==> config.mk <==
export PLATFORM = sky130hd
export DESIGN_NAME = pipe_seq_ctrl_flat
export DESIGN_NICKNAME = d
export VERILOG_FILES = /design/src/rtl/core_ctrl_pkg.sv /design/src/rtl/pipe_seq_ctrl_if.sv /design/src/rtl/stall_wdog.sv /design/src/rtl/pipe_seq_ctrl.sv /design/src/flat_wrapper.sv
export SDC_FILE = /design/constraint.sdc
export NUM_CORES = 1
export LEC_CHECK = 0
export ABC_AREA = 1
export ABC_CLOCK_PERIOD_IN_PS = 2200
export CORE_MARGIN = 4
export CORE_UTILIZATION = 49
export CTS_BUF_LIST = sky130_fd_sc_hd__clkbuf_16
export CTS_CLUSTER_SIZE = 24
export DETAILED_ROUTE_END_ITERATION = 7
export PLACE_DENSITY_LB_ADDON = 0.2
export SETUP_SLACK_MARGIN = 0.3
export SLEW_MARGIN = 20
export SYNTH_ARGS = -nofsm -noshare
export SYNTH_HDL_FRONTEND = slang
export SYNTH_SLANG_ARGS = --single-unit
==> constraint.sdc <==
create_clock -name clk -period 2.2 [get_ports clk]
set_clock_uncertainty 0.05 [all_clocks]
set_input_delay 0.44 -clock clk [delete_from_list [all_inputs] [get_ports clk]]
set_output_delay 0.44 -clock clk [all_outputs]
set_load 0.02 [all_outputs]
==> src/rtl/core_ctrl_pkg.sv <==
// Purpose: shared front-end control types (sequencer state, stall-cause codes) for sequencer, trace and debug logic.
// Latency: none; types, constants and a pure function only.
// Backpressure: not applicable.
package core_ctrl_pkg;

    typedef enum logic [1:0] {
        RUN        = 2'd0,
        TRAP_FLUSH = 2'd1,
        HALT       = 2'd2,
        STEP       = 2'd3
    } pipe_state_t;

    // Stall-cause codes, highest-priority cause wins when several are active.
    localparam logic [2:0] STALL_NONE = 3'd0;
    localparam logic [2:0] STALL_MEM  = 3'd1;
    localparam logic [2:0] STALL_HZ   = 3'd2;
    localparam logic [2:0] STALL_RAS  = 3'd3;
    localparam logic [2:0] STALL_HALT = 3'd4;
    localparam logic [2:0] STALL_TRAP = 3'd5;

    // Classify the decode-side stall sources into one cause code.
    function automatic logic [2:0] stall_cause(input logic mem_hold, input logic hz, input logic ras_rdy);
        if (mem_hold)      return STALL_MEM;
        else if (hz)       return STALL_HZ;
        else if (!ras_rdy) return STALL_RAS;
        else               return STALL_NONE;
    endfunction

endpackage

==> src/rtl/pipe_seq_ctrl_if.sv <==
// Purpose: bundles the sequencer's stall/redirect/debug inputs and per-stage strobes.
// Latency: wires only.
// Backpressure: none; the sequencer itself is the stall authority for IF/ID.
interface pipe_seq_ctrl_if #(
    parameter int WDOG_W = 8
);
    logic              hz;
    logic              ras_rdy;
    logic              mem_hold;
    logic              branch_taken;
    logic              trigger_trap;
    logic              trap_ret;
    logic              dbg_halt_req;
    logic              dbg_step;
    logic              dbg_resume;
    logic              if_en;
    logic              id_en;
    logic              id_bubble;
    logic              if_flush;
    logic              id_flush;
    logic              dbg_halted;
    logic [WDOG_W-1:0] stall_cnt;
    logic              wdog_err;

    // Pipeline/debug side: raises stall and redirect requests, consumes strobes.
    modport master (
        output hz, ras_rdy, mem_hold, branch_taken, trigger_trap, trap_ret,
               dbg_halt_req, dbg_step, dbg_resume,
        input  if_en, id_en, id_bubble, if_flush, id_flush, dbg_halted, stall_cnt, wdog_err
    );

    // Sequencer side.
    modport slave (
        input  hz, ras_rdy, mem_hold, branch_taken, trigger_trap, trap_ret,
               dbg_halt_req, dbg_step, dbg_resume,
        output if_en, id_en, id_bubble, if_flush, id_flush, dbg_halted, stall_cnt, wdog_err
    );
endinterface

==> src/rtl/stall_wdog.sv <==
// Purpose: saturating consecutive-stall counter with sticky limit error.
// Latency: count and error update one clock after the qualifying cycle.
// Backpressure: none; stall_i takes precedence over clear_i if both are asserted.
module stall_wdog #(
    parameter int WDOG_W     = 8,
    parameter int WDOG_LIMIT = 200
) (
    input  logic              clk,
    input  logic              Rst,
    input  logic              stall_i,
    input  logic              clear_i,
    output logic [WDOG_W-1:0] cnt_o,
    output logic              err_o
);

    localparam logic [WDOG_W-1:0] CNT_MAX = '1;
    localparam logic [WDOG_W-1:0] LIM_M1  = WDOG_W'(WDOG_LIMIT - 1);

    logic [WDOG_W-1:0] cnt_q, cnt_d;
    logic              err_q, err_d;

    // Next count: saturating increment on stall, clear on a real instruction advance.
    always_comb begin
        cnt_d = cnt_q;
        err_d = err_q;
        if (stall_i) begin
            if (cnt_q != CNT_MAX) cnt_d = cnt_q + 1'b1;
            if (cnt_q == LIM_M1)  err_d = 1'b1;
        end else if (clear_i) begin
            cnt_d = '0;
        end
    end

    // Counter and sticky error registers; only reset clears the error.
    always_ff @(posedge clk or negedge Rst) begin
        if (!Rst) begin
            cnt_q <= '0;
            err_q <= 1'b0;
        end else begin
            cnt_q <= cnt_d;
            err_q <= err_d;
        end
    end

    assign cnt_o = cnt_q;
    assign err_o = err_q;

endmodule

==> src/rtl/pipe_seq_ctrl.sv <==
// Purpose: merges IF/ID stall and redirect sources into stage strobes; owns debug halt/step and stall watchdog.
// Latency: strobes are combinational (same cycle); dbg_halted, stall_cnt, wdog_err are registered (+1 cycle).
// Backpressure: mem_hold freezes all strobes and sequencer state; hz/!ras_rdy hold IF and bubble ID/EX.
module pipe_seq_ctrl
    import core_ctrl_pkg::*;
#(
    parameter int TRAP_DRAIN = 2,
    parameter int WDOG_W     = 8,
    parameter int WDOG_LIMIT = 200
) (
    input  logic             clk,
    input  logic             Rst,
    pipe_seq_ctrl_if.slave   bus
);

    localparam int            DW       = $clog2(TRAP_DRAIN) + 1;
    localparam logic [DW-1:0] DRAIN_M1 = DW'(TRAP_DRAIN - 1);

    pipe_state_t   state_q, state_d;
    logic          trap_pend_q, trap_pend_d;
    logic [DW-1:0] drain_q, drain_d;
    // Set when the current trap flush was started from a debug step, so it can land back in HALT.
    logic          step_trap_q, step_trap_d;
    logic          halted_q, halted_d;

    logic if_en, id_en, id_bubble, if_flush, id_flush;
    logic trap_any, wd_stall, wd_clear;
    logic [WDOG_W-1:0] stall_cnt;
    logic              wdog_err;

    assign trap_any = bus.trigger_trap | bus.trap_ret | trap_pend_q;

    // Next-state and strobe decode; RUN and STEP share the execute rules.
    always_comb begin
        state_d     = state_q;
        trap_pend_d = trap_pend_q;
        drain_d     = drain_q;
        step_trap_d = step_trap_q;
        if_en       = 1'b0;
        id_en       = 1'b0;
        id_bubble   = 1'b0;
        if_flush    = 1'b0;
        id_flush    = 1'b0;
        wd_stall    = 1'b0;
        case (state_q)
            RUN, STEP: begin
                wd_stall = (stall_cause(bus.mem_hold, bus.hz, bus.ras_rdy) != STALL_NONE);
                if (!bus.mem_hold) begin
                    if (trap_any) begin
                        if_en       = 1'b1;
                        id_en       = 1'b1;
                        id_bubble   = 1'b1;
                        if_flush    = 1'b1;
                        id_flush    = 1'b1;
                        trap_pend_d = 1'b0;
                        drain_d     = DRAIN_M1;
                        if (TRAP_DRAIN > 1) begin
                            state_d     = TRAP_FLUSH;
                            step_trap_d = (state_q == STEP);
                        end else begin
                            state_d = (state_q == STEP) ? HALT : RUN;
                        end
                    end else begin
                        if (bus.hz || !bus.ras_rdy) begin
                            id_en     = 1'b1;
                            id_bubble = 1'b1;
                        end else if (bus.branch_taken) begin
                            if_en    = 1'b1;
                            id_en    = 1'b1;
                            if_flush = 1'b1;
                        end else begin
                            if_en = 1'b1;
                            id_en = 1'b1;
                        end
                        // A step always ends in HALT; RUN halts on request after executing this cycle.
                        if (state_q == STEP || bus.dbg_halt_req) state_d = HALT;
                    end
                end
            end
            TRAP_FLUSH: begin
                // A memory freeze also freezes the flush, so no strobe leaks into a held pipeline.
                if (!bus.mem_hold) begin
                    if_en     = 1'b1;
                    id_en     = 1'b1;
                    id_bubble = 1'b1;
                    if_flush  = 1'b1;
                    id_flush  = 1'b1;
                    if (drain_q <= DW'(1)) begin
                        drain_d     = '0;
                        step_trap_d = 1'b0;
                        state_d     = (step_trap_q && bus.dbg_halt_req) ? HALT : RUN;
                    end else begin
                        drain_d = drain_q - 1'b1;
                    end
                end
            end
            HALT: begin
                if (bus.trigger_trap || bus.trap_ret) trap_pend_d = 1'b1;
                if (bus.dbg_resume)      state_d = RUN;
                else if (bus.dbg_step)   state_d = STEP;
            end
            default: state_d = RUN;
        endcase
    end

    // Debugger view: halted while parked, stepping, or draining a trap taken during a step.
    always_comb begin
        halted_d = (state_d == HALT) || (state_d == STEP) || ((state_d == TRAP_FLUSH) && step_trap_d);
    end

    // Sequencer state registers.
    always_ff @(posedge clk or negedge Rst) begin
        if (!Rst) begin
            state_q     <= RUN;
            trap_pend_q <= 1'b0;
            drain_q     <= '0;
            step_trap_q <= 1'b0;
            halted_q    <= 1'b0;
        end else begin
            state_q     <= state_d;
            trap_pend_q <= trap_pend_d;
            drain_q     <= drain_d;
            step_trap_q <= step_trap_d;
            halted_q    <= halted_d;
        end
    end

    // Clear only on a real instruction advancing into EX.
    assign wd_clear = id_en & ~id_bubble;

    stall_wdog #(
        .WDOG_W     (WDOG_W),
        .WDOG_LIMIT (WDOG_LIMIT)
    ) u_wdog (
        .clk     (clk),
        .Rst     (Rst),
        .stall_i (wd_stall),
        .clear_i (wd_clear),
        .cnt_o   (stall_cnt),
        .err_o   (wdog_err)
    );

    // Strobes are forced low for the whole time reset is asserted.
    assign bus.if_en      = Rst & if_en;
    assign bus.id_en      = Rst & id_en;
    assign bus.id_bubble  = Rst & id_bubble;
    assign bus.if_flush   = Rst & if_flush;
    assign bus.id_flush   = Rst & id_flush;
    assign bus.dbg_halted = halted_q;
    assign bus.stall_cnt  = stall_cnt;
    assign bus.wdog_err   = wdog_err;

endmodule

==> src/flat_wrapper.sv <==
// flat-port wrapper written by rule: the top's interface ports become plain ports
module pipe_seq_ctrl_flat import core_ctrl_pkg::*;
#(
    parameter int TRAP_DRAIN = 2,
    parameter int WDOG_W     = 8,
    parameter int WDOG_LIMIT = 200
)
  (clk, Rst, bus_hz, bus_ras_rdy, bus_mem_hold, bus_branch_taken, bus_trigger_trap, bus_trap_ret, bus_dbg_halt_req, bus_dbg_step, bus_dbg_resume, bus_if_en, bus_id_en, bus_id_bubble, bus_if_flush, bus_id_flush, bus_dbg_halted, bus_stall_cnt, bus_wdog_err);
  pipe_seq_ctrl_if #(.WDOG_W(WDOG_W)) bus_i ();
  input  logic clk;
  input  logic Rst;
  input wire logic [$bits(bus_i.hz)-1:0] bus_hz;
  input wire logic [$bits(bus_i.ras_rdy)-1:0] bus_ras_rdy;
  input wire logic [$bits(bus_i.mem_hold)-1:0] bus_mem_hold;
  input wire logic [$bits(bus_i.branch_taken)-1:0] bus_branch_taken;
  input wire logic [$bits(bus_i.trigger_trap)-1:0] bus_trigger_trap;
  input wire logic [$bits(bus_i.trap_ret)-1:0] bus_trap_ret;
  input wire logic [$bits(bus_i.dbg_halt_req)-1:0] bus_dbg_halt_req;
  input wire logic [$bits(bus_i.dbg_step)-1:0] bus_dbg_step;
  input wire logic [$bits(bus_i.dbg_resume)-1:0] bus_dbg_resume;
  output wire logic [$bits(bus_i.if_en)-1:0] bus_if_en;
  output wire logic [$bits(bus_i.id_en)-1:0] bus_id_en;
  output wire logic [$bits(bus_i.id_bubble)-1:0] bus_id_bubble;
  output wire logic [$bits(bus_i.if_flush)-1:0] bus_if_flush;
  output wire logic [$bits(bus_i.id_flush)-1:0] bus_id_flush;
  output wire logic [$bits(bus_i.dbg_halted)-1:0] bus_dbg_halted;
  output wire logic [$bits(bus_i.stall_cnt)-1:0] bus_stall_cnt;
  output wire logic [$bits(bus_i.wdog_err)-1:0] bus_wdog_err;
  assign bus_i.hz = bus_hz;
  assign bus_i.ras_rdy = bus_ras_rdy;
  assign bus_i.mem_hold = bus_mem_hold;
  assign bus_i.branch_taken = bus_branch_taken;
  assign bus_i.trigger_trap = bus_trigger_trap;
  assign bus_i.trap_ret = bus_trap_ret;
  assign bus_i.dbg_halt_req = bus_dbg_halt_req;
  assign bus_i.dbg_step = bus_dbg_step;
  assign bus_i.dbg_resume = bus_dbg_resume;
  assign bus_if_en = bus_i.if_en;
  assign bus_id_en = bus_i.id_en;
  assign bus_id_bubble = bus_i.id_bubble;
  assign bus_if_flush = bus_i.if_flush;
  assign bus_id_flush = bus_i.id_flush;
  assign bus_dbg_halted = bus_i.dbg_halted;
  assign bus_stall_cnt = bus_i.stall_cnt;
  assign bus_wdog_err = bus_i.wdog_err;
  pipe_seq_ctrl #(.TRAP_DRAIN(TRAP_DRAIN), .WDOG_W(WDOG_W), .WDOG_LIMIT(WDOG_LIMIT)) u_core (.clk(clk), .Rst(Rst), .bus(bus_i));
endmodule
---- Word-level counts from Yosys, hierarchy flattened ----
Index checks and enable logic that the tools add are counted.
storage, ports and cells
  bits in registers ....................... 16
  input bits .............................. 11
  output and inout bits ................... 15
  word-level logic and storage cells ...... 100
operators by class
  add/sub/neg operators ................... 2
  $lt $le $gt $ge ......................... 1
  eq/ne operators ......................... 13
  multiplexer cells ....................... 49
  bitwise operators ....................... 9
  reduce and logical (&&, ||, !) cells .... 19
operator list
  operator                                                                           count
  2-bit two-way mux                                                                  13
  8-bit two-way mux                                                                  3
  1-bit two-way mux                                                                  22
  1-bit case mux with 2 select lines                                                 6
  3-bit two-way mux                                                                  3
  8-bit by 1-bit adder with 8-bit output (second input constant)                     1
  2-bit equality test (second input constant)                                        4
  8-bit equality test (second input constant)                                        1
  8-bit != test (second input constant)                                              1
  4-bit AND reduction                                                                2
  1-bit AND                                                                          6
  2-bit by 1-bit != test with 1-bit output (second input constant)                   3
  2-bit case mux with 3 select lines                                                 1
  2-bit nonzero test                                                                 3
  1-bit logical OR                                                                   5
  2-bit by 1-bit equality test with 1-bit output (second input constant)             2
  2-bit != test (second input constant)                                              2
  2-bit case mux with 2 select lines                                                 1
  2-bit AND reduction                                                                2
  3-bit nonzero test                                                                 1
  3-bit OR reduction                                                                 1
  2-bit by 1-bit less-or-equal comparator with 1-bit output (second input constant)  1
  1-bit logical AND                                                                  2
  2-bit zero test                                                                    1
  other kinds (5)                                                                    6

---- Depth between registers and ports, before layout ----
  depth after elaboration ................. 10
  depth in mapped cells ................... 10
  depth with buffers taken out ............ 10

---- By module ----
A second synthesis with hierarchy kept.
second synthesis, totals
  cells, all modules ...................... 169
  area total of the unflattened synthesis .. 1157.4 um^2
by module, submodules not included
  module         times used  cells an instance  area each (um^2)  seq. area each (um^2)
  pipe_seq_ctrl  1           94                 614.3             175.2
  stall_wdog     1           75                 543.0             225.2

---- Worst setup path before layout ----
No wires, ideal clock.
  path type ............................... flip-flop to output port
  from .................................... register u_core.state_q[0]
  to ...................................... output port bus_if_flush
  data arrival time ....................... 1.492 ns
  data required time ...................... 1.710 ns
  setup slack ............................. 0.218 ns
  cell stages (with the launch flop) ...... 9
  buffers on the path ..................... 0
  path through ............................ dfrtp_1 -> inv_1 -> ha_1 -> inv_2 -> nor2_4 -> nand2_1 -> nand2_1 -> nand2_1 -> nor2_1
on the way
  word-level cells in the longest chain between the ends .. 4
  elaborated cells between the ends (all ways) .. 6
  classes of those cells .................. 2 x eq/ne; 1 x mux; 1 x bitwise; 2 x reduce/logical
RTL lines
  what                                                           line                  text
  from (decl)                                                    pipe_seq_ctrl.sv:19   pipe_state_t state_q, state_d;
  from (signal assigned)                                         pipe_seq_ctrl.sv:120  state_q <= state_d;
  2-bit equality test / 2-bit zero test (equally long branches)  pipe_seq_ctrl.sv:45   case (state_q)
  2-bit OR reduction                                             pipe_seq_ctrl.sv:45
  1-bit case mux with 2 select lines *                           pipe_seq_ctrl.sv:45
  1-bit AND *                                                    pipe_seq_ctrl.sv:147  assign bus.if_flush = Rst & if_flush;
  to (decl)                                                      flat_wrapper.sv:24    output wire logic [$bits(bus_i.if_flush)-1:0] bus_if_flush;
Mark *: on every way between the ends. The rest lies on a longest branch, timed or not.

---- Worst setup path in the final report ----
  from .................................... register u_core.state_q[1]
  to ...................................... output port bus_if_flush
The elaborated chain is that of the path after synthesis.

==> flow_summary_export.csv <==
group,metric,value,unit
yosys,netlist_top_cells_area,"dfrtp_1 (36%), nand2_1 (17%), nand3_1 (10%)",
timing,fmax,492,MHz
min_path,holdCritPathClass,"input pin to async pin",
clock_tree,clkTransAtPathRegs,50,ps
floorplan,io_pins,26,
layout,final.fill_count,145,
timing,finalMaxSlewViolations,0,
layout,multi_input_area,668,sq um
yosys,synth.largest_area_cell,"dfrtp_1",
setup_path,cp.arrival,1540,ps
floorplan,coreArea,2040,sq um
drt,drt_pass1_iterations,4,
flow_run,cap_violations,0,
layout,fin_area,1670,sq um
clock_tree,numCtsBuffers,3,
clock_tree,cts.sinks,16,
drt,vias,1241,
drt,avgRoutedWirePerCell,13.2,um
layout,regArea,403,sq um
clock_tree,clock_path_buffers,2,
floorplan,start_util,54.0,%
yosys,synth_warnings,0,
timing,rsz0062_at_grt,"yes",
placement,gp_congestion,0.871,
setup_path,cp_cell_sequence,"ha_4 -> inv_4 -> nor2_4 -> nand2_1 -> nand2_1 -> nand2_2 -> nor2_4 -> buf_6",
yosys,synth.cell_area,1100,sq um
power_and_ir_drop,ir_drop,1070,uV
yosys,ys_types,23,
setup_path,startpoint_type,"flop",
setup_path,crit_path_end_kind,"output pin",
floorplan,die_area,3070,sq um
power_and_ir_drop,power.density,1180,nW/um^2
drt,drc,0,
global_route,grt_antenna_before_repair,0,
yosys,ys_ff_latch,16,
drt,via_per_inst,5.26,
drt,routed_wl,3.11,mm
floorplan,num_rows,16,
yosys,ys_seq_area_share,36.3,%
timing,final.setup.worst_slack,166,ps
setup_path,cp_slowest_cell,"dfrtp_2",
run_status,status,"complete, no violations",
floorplan,die_h,55.4,um
timing,period_needed,2030,ps
clock_tree,cts_tree,"yes",
power_and_ir_drop,p_leak,0.879,nW
placement,place.port_buffers,25,
clock_tree,h-tree-depth,1,
floorplan,die_w,55.4,um
layout,nets,225,
layout,area_delta_synth_final,51.4,%
setup_path,path_max_fanout,4,
setup_path,crit_required,1710,ps
clock_tree,clock_latency,250,ps
placement,pre_cts_ws,-432,ps
setup_path,slowest_delay,440,ps
global_route,grt-ovfl-total,0,
layout,layout-drive-gt1-share,29.2,%
global_route,track_usage,21.6,%
placement,dp_cells,229,
global_route,grt_max_degree,17,
layout,antennaDiodeCount,0,
placement,dpl.hpwl,2.31,mm
yosys,yosysTopAreaCellShare,36.3,%
timing,finalHoldViolCount,0,
setup_path,r2r_slack,600,ps
timing,worst_hold_slack,174,ps
yosys,synth.avg_cell_area,6.89,sq um
timing,slew_headroom,83.3,%
yosys,synthCells,160,
drt,ant_nets,0,
timing,worst_pin_slew,250,ps
global_route,grt_pass1_vias,1200,
clock_tree,cts_root_buf,"clkbuf_16",
setup_path,critPathKind,"flop to output pin",
timing,finalSetupViolCount,0,
timing,finalCritPeriodShare,92.4,%
global_route,grt_pass1_wl,5.40,mm
yosys,syn_nets,175,
layout,fin_cells,236,
placement,post_dp_cell_area,1520,sq um
drt,drt_first_iter_violations,51,
[state kept, by name (all words and copies together), names as in the netlist]
name,flops
u_core.drain_q,2
u_core.bus.dbg_halted,1
u_core.step_trap_q,1
u_core.state_q,2
u_core.u_wdog.err_o,1
u_core.u_wdog.cnt_o,8
u_core.trap_pend_q,1
[worst max-delay path, delay by kind of cell, from the launching register on]
family | cells | cell delay (ps)
DFF | 1 | 440
and+or+nand+nor | 5 | 410
adders and majority gates | 1 | 290
buffers and inverters | 2 | 150
[cell usage in the layout (no fill, tap or decap), types with 3 or more instances in the layout]
master,netlist,layout
inv_2,5,6
dlygate4sd2_1,0,3
dfrtp_1,16,14
nand2_1,49,46
clkdlybuf4s50_1,0,15
a21oi_1,5,5
nor2_1,17,14
buf_4,0,23
buf_6,0,3
nand2_2,6,9
nor2_2,1,3
inv_1,15,13
clkbuf_16,0,3
o21ai_0,3,3
nand3_1,23,23
[area by class of cell]
type,count,share of cell area [%]
multi-input combinational,123,40.0
timing repair buffer,46,24.4
sequential,16,24.1
inverter,20,4.65
clock buffer,3,4.50
tap,27,2.02
clock inverter,1,0.225
[path summary, 6_finish.rpt]
check / startpoint / endpoint / cells past startpoint
max: u_core.state_q[1] / bus_if_flush / 8
min: Rst / u_core.trap_pend_q / 2
max reg2reg: u_core.state_q[1] / u_core.u_wdog.cnt_o[0] / 7
min reg2reg: u_core.u_wdog.err_o / u_core.u_wdog.err_o / 1
max in group asynchronous: Rst / u_core.state_q[1] / 2
min in group clk: u_core.u_wdog.err_o / u_core.u_wdog.err_o / 1
[what timing repair did]
item / in CTS / in global routing
pin swaps: 7 / 4
setup buffers: 3 / 0
endpoints found under the setup margin: 5 / 7
hold buffers: 0 / 0
resized for setup: 38 / 9
[logic make-up (layout without fill, tap and decap cells)]
group	after synthesis	in the layout	share of synthesized area, %
adder cells (fa/ha/maj)	4	4	4.54
buffers and inverters	21	70	7.26
AO/OA/AOI/OAI	12	12	6.58
AND/OR/NAND/NOR	107	107	45.3
flip-flops	16	16	36.3
[report_power, final]
group	switching, W	leakage (nW)	internal, W
logic	0.000659	0.631	0.000500
clock network	0.000119	0.0385	0.000242
registers	0.0000697	0.210	0.000372
[metrics by stage]
stage	TNS [ps]	util, %	total power [W]
2_1_floorplan	0	-	0.00105
3_3_place_gp	-1260	74.6	0.00145
3_5_place_dp	-1480	74.6	0.00150
4_1_cts	0	80.7	0.00194
5_1_grt	0	81.7	0.00210
6_report	0	81.7	0.00196
[routing by layer]
metal / part of all wire [%] / wire [um] / track usage (%)
met5: 0 / 0 / 0
met4: 0.71 / 22 / 5.56
met3: 4.9 / 151 / 5.13
met2: 50 / 1540 / 35.6
met1: 45 / 1400 / 28.2
[synth_stat cells]
cell and number:
nand3b_1 1, a21oi_2 1, nand4_4 1, nand2_2 6
nand2_4 1, nand3_1 23, or2_1 1, buf_2 1
a21oi_1 5, nand2_1 49, inv_1 15, nand4_1 2
o21bai_1 2, nor2_4 1, ha_1 4, a31o_2 1
nor2_2 1, or2_2 2, nor3_1 2, o21ai_0 3
dfrtp_1 16, nor2_1 17, inv_2 5
No activity file was read; power rests on OpenSTA's default activity.
